## src/rtl/arb_pkg.sv

```systemverilog
// Shared arbitration types and helpers, intended for reuse by wider N:1 arbiters.
package arb_pkg;

    typedef enum logic {
        GRANT_A = 1'b0,
        GRANT_B = 1'b1
    } grant_e;

    typedef enum logic {
        EMPTY = 1'b0,
        FULL  = 1'b1
    } state_e;

    localparam grant_e RESET_LAST_GRANT = GRANT_B;

    // Round-robin pick: a lone requester wins; on contention the source not granted last wins.
    function automatic grant_e rr_pick(input logic a_req, input logic b_req, input grant_e last);
        grant_e pick;
        if (a_req && b_req) begin
            pick = (last == GRANT_A) ? GRANT_B : GRANT_A;
        end else if (b_req) begin
            pick = GRANT_B;
        end else begin
            pick = GRANT_A;
        end
        return pick;
    endfunction

endpackage

```

## src/rtl/mux_2to1.sv

```systemverilog
// Plain combinational 2:1 data multiplexer.
module mux_2to1 #(
    parameter int BIT_WIDTH = 8
) (
    input  logic                 sel_i,
    input  logic [BIT_WIDTH-1:0] a_i,
    input  logic [BIT_WIDTH-1:0] b_i,
    output logic [BIT_WIDTH-1:0] y_o
);
    assign y_o = sel_i ? b_i : a_i;
endmodule

```

## src/rtl/rr_arb_2to1.sv

```systemverilog
// Two-source round-robin arbiter feeding a single registered output stage (EMPTY/FULL FSM).
module rr_arb_2to1
    import arb_pkg::*;
#(
    parameter int BIT_WIDTH = 8
) (
    input  logic                 clk_i,
    input  logic                 rst_i,
    input  logic                 a_valid_i,
    input  logic [BIT_WIDTH-1:0] a_data_i,
    output logic                 a_ready_o,
    input  logic                 b_valid_i,
    input  logic [BIT_WIDTH-1:0] b_data_i,
    output logic                 b_ready_o,
    output logic                 y_valid_o,
    output logic [BIT_WIDTH-1:0] y_data_o,
    input  logic                 y_ready_i,
    output logic                 sel_o
);

    state_e               state_reg, state_next;
    grant_e               last_grant_reg, last_grant_next;
    grant_e               sel_reg, sel_next;
    grant_e               grant;
    logic [BIT_WIDTH-1:0] y_data_reg, y_data_next;
    logic [BIT_WIDTH-1:0] mux_y;
    logic                 load_en;
    logic                 have_grant;

    mux_2to1 #(
        .BIT_WIDTH(BIT_WIDTH)
    ) u_mux (
        .sel_i(grant),
        .a_i  (a_data_i),
        .b_i  (b_data_i),
        .y_o  (mux_y)
    );

    always_comb begin
        load_en         = (state_reg == EMPTY) || y_ready_i;
        have_grant      = a_valid_i || b_valid_i;
        grant           = rr_pick(a_valid_i, b_valid_i, last_grant_reg);
        state_next      = state_reg;
        last_grant_next = last_grant_reg;
        sel_next        = sel_reg;
        y_data_next     = y_data_reg;

        // Readies are masked during reset so nothing is consumed in that cycle.
        a_ready_o = !rst_i && load_en && have_grant && (grant == GRANT_A);
        b_ready_o = !rst_i && load_en && have_grant && (grant == GRANT_B);

        if (load_en) begin
            if (have_grant) begin
                state_next      = FULL;
                y_data_next     = mux_y;
                sel_next        = grant;
                last_grant_next = grant;
            end else begin
                // Data and sel keep their stale values; only the valid drops.
                state_next = EMPTY;
            end
        end
    end

    always_ff @(posedge clk_i) begin
        if (rst_i) begin
            state_reg      <= EMPTY;
            last_grant_reg <= RESET_LAST_GRANT;
            sel_reg        <= GRANT_A;
            y_data_reg     <= '0;
        end else begin
            state_reg      <= state_next;
            last_grant_reg <= last_grant_next;
            sel_reg        <= sel_next;
            y_data_reg     <= y_data_next;
        end
    end

    assign y_valid_o = (state_reg == FULL);
    assign y_data_o  = y_data_reg;
    assign sel_o     = (sel_reg == GRANT_B);

endmodule

```

## config.mk

```make
export PLATFORM = sky130hd
export DESIGN_NAME = rr_arb_2to1
export DESIGN_NICKNAME = d
export VERILOG_FILES = /design/src/rtl/arb_pkg.sv /design/src/rtl/mux_2to1.sv /design/src/rtl/rr_arb_2to1.sv
export SDC_FILE = /design/constraint.sdc
export NUM_CORES = 1
export LEC_CHECK = 0
export CELL_PAD_IN_SITES_DETAIL_PLACEMENT = 2
export CELL_PAD_IN_SITES_GLOBAL_PLACEMENT = 2
export CORE_ASPECT_RATIO = 0.5
export CORE_UTILIZATION = 22
export CTS_BUF_LIST = sky130_fd_sc_hd__clkbuf_2 sky130_fd_sc_hd__clkbuf_4 sky130_fd_sc_hd__clkbuf_8
export CTS_CLUSTER_SIZE = 16
export DETAILED_ROUTE_END_ITERATION = 10
export HOLD_SLACK_MARGIN = 0.03
export PLACE_DENSITY = 0.88
export REMOVE_ABC_BUFFERS = 1
export SYNTH_ARGS = -nofsm -noshare
export SYNTH_HDL_FRONTEND = slang
export SYNTH_SLANG_ARGS = --single-unit
```

## constraint.sdc

```tcl
create_clock -name clk_i -period 3.4 [get_ports clk_i]
set_input_delay 0.51 -clock clk_i [delete_from_list [all_inputs] [get_ports clk_i]]
set_output_delay 0.51 -clock clk_i [all_outputs]
set_load 0.02 [all_outputs]
```

==> metrics.cfg <==
[logic_synthesis]
synth_cell_types=17
muxShareOfSynthArea=0
netlist_area_um2=579
synth-compound-area-share=0.374
ys_seq_area_frac=0.380
yosys.area.top_type=dfxtp_1
synth_area_per_cell_um2=9.20
synthAdderAreaFrac=0
synth-seq-cells=11
synth_top_family_by_area=compound AO/OA/AOI/OAI gates
synth-simple-area-share=0.181
synthXorXnorAreaFrac=0
ys_warn_count=0
synth_area_leaders=dfxtp_1, a311oi_2, nand2_1, a21oi_1, buf_6
synth_top_area_frac=0.380
synthCells=63

[sta]
fmax_mhz=318
period_minus_slack_ns=3.15
finalHoldViolCount=0
slew_headroom=0.726
tightest_slew_ns=0.410
finalMaxSlewViolations=0
timing.setup.tns_ns=0
rsz0062_at_grt=false
clock_skew_ns=0.00135
setup_violations=0
period_share=0.926

[floorplan]
die_area_um2=2850
die_y_um=38.3
rows=12
initial_core_util=0.247
pin_count=33
die_width_um=74.6
fp.coreArea_um2=2340

[clocking]
cts_tree=done
post_cts_buffers=0
clockRootBuffer=clkbuf_8
cts_buffers=3
clkTransAtPathRegs_ns=0.05
clock_sinks=11
hold_buffers=0
cts_resized=0
clk_path_buf_depth=2
h-tree-depth=1
worstSkewPairLatency_ns=0.25

[detailed_routing]
drtPass1Iterations=4
route.met2.wl_um=1210
met3_wirelength_um=47
ant_nets=0
top_layer=met4
routed_wl_um=2460
drc_errors=0
dr_total_vias=607
drt-initial-drc-count=20
wirelength_met1_um=1170
wl_per_cell_um=18.6
viasPerCell=4.60

[power_and_ir_drop]
ir_worst_vdd_v=0.000161
leakage_nw=0.365
powerDensity_nw_per_um2=426

[finish]
final_common_cell=clkdlybuf4s50_1
area_delta_synth_final_pct=69.3
postLayoutCellArea_um2=981
final_cell_mix=clkdlybuf4s50_1, nand2_1, a21oi_1, dfxtp_1, a311oi_2
largest_reg_flops=8
nets=119
drive_above_1_share=0.196
n_antenna_cell=0
n_fill_cell=264

[critical_path]
max_stage_delay_ns=0.64
cp_max_fo=10
crit_top_cell=clkdlybuf4s50_1
endpoint_kind=output pin
slowest_stage=clkdlybuf4s50_1
cp-start-kind=input pin
critPathKind=in -> out
arrival_ns=2.64
worst-endpoint-required_ns=2.89
crit_chain=clkdlybuf4s50_1 -> or2_1 -> and2_4 -> nor3b_2 -> clkdlybuf4s50_1

[grt]
grt-ovfl-total=0
grt_pass1_vias=688
grt_pass1_wl_um=3800
grt_start_max_net_pins=14
grt_util_all_layers=0.199
antenna_found_initial=0

[hold_path]
holdCritPathClass=reg -> reg

[status]
status=finished clean

[place]
dpl_cell_area_um2=932
port_buffers=32
place_congestion=0.690
dp_hpwl_um=1920

[run]
cap_viol_max_count=0

==> layer usage <==
layer	global-route usage	vias up
li1	-	294
met1	0.254	303
met2	0.333	5
met3	0.0474	5
met4	0.0708	0
met5	0	-
==> synthesized netlist by cell type (all sizes together) <==
master and instances:
nand2 17, a21oi 11, dfxtp 11, a311oi 8, buf 4, a21bo 2
nor2 2, a21boi 1, a311o 1, and2 1, clkbuf 1, inv 1
nand2b 1, nor3b 1, or2 1
==> power breakdown <==
part | switching [mW] | leakage [nW] | internal [mW]
Sequential | 0.00737 | 0.0916 | 0.141
Clock | 0.0559 | 0.0262 | 0.0909
Combinational | 0.0607 | 0.247 | 0.0620
==> metrics by stage <==
stage | instances | utilization | power (mW) | hold slack (ns) | worst slack [ns]
after global routing | 132 | 0.419 | 0.435 | 0.587 | 0.189
after detailed placement | 128 | 0.398 | 0.273 | 0.583 | 0.255
final | 132 | 0.419 | 0.418 | 0.576 | 0.252
after floorplan | 58 | - | 0.204 | 0.531 | 1.44
after global placement | 128 | 0.398 | 0.264 | 0.547 | 0.420
after CTS | 132 | 0.419 | 0.422 | 0.579 | 0.264
==> final timing paths <==
| check | cells past startpoint | end | slack [ns] | startpoint |
|---|---|---|---|---|
| worst min register to register | 2 | y_data_o[3]$_SDFFE_PP0P_ | 0.58 | y_data_o[3]$_SDFFE_PP0P_ |
| worst max-delay path | 5 | a_ready_o | 0.25 | a_valid_i |
| worst min-delay path | 2 | y_data_o[3]$_SDFFE_PP0P_ | 0.58 | y_data_o[3]$_SDFFE_PP0P_ |
| worst max register to register | 4 | y_data_o[4]$_SDFFE_PP0P_ | 2.13 | last_grant_reg$_SDFFE_PP1P_ |
==> layout make-up <==
type	instances	area (µm²)	share of cell area
Inverter	1	3.75	0.00383
Multi-Input combinational cell	46	322	0.328
Clock buffer	4	48.8	0.0497
Timing Repair Buffer	35	343	0.349
Sequential cell	11	220	0.224
Tap cell	35	43.8	0.0446
==> critical path, delay by kind of cell <==
| family | cells | cell delay (ns) |
|---|---|---|
| AND/OR/NAND/NOR | 3 | 0.92 |
| buffers and inverters | 2 | 1.20 |
==> logic make-up (layout without fill, tap and decap cells) <==
logic type             after synthesis  in the layout
buffers and inverters                6             40
DFF                                 11             11
AOI/OAI and AO/OA                   23             23
and+or+nand+nor                     23             23
Power figures use the tool's default switching activity.
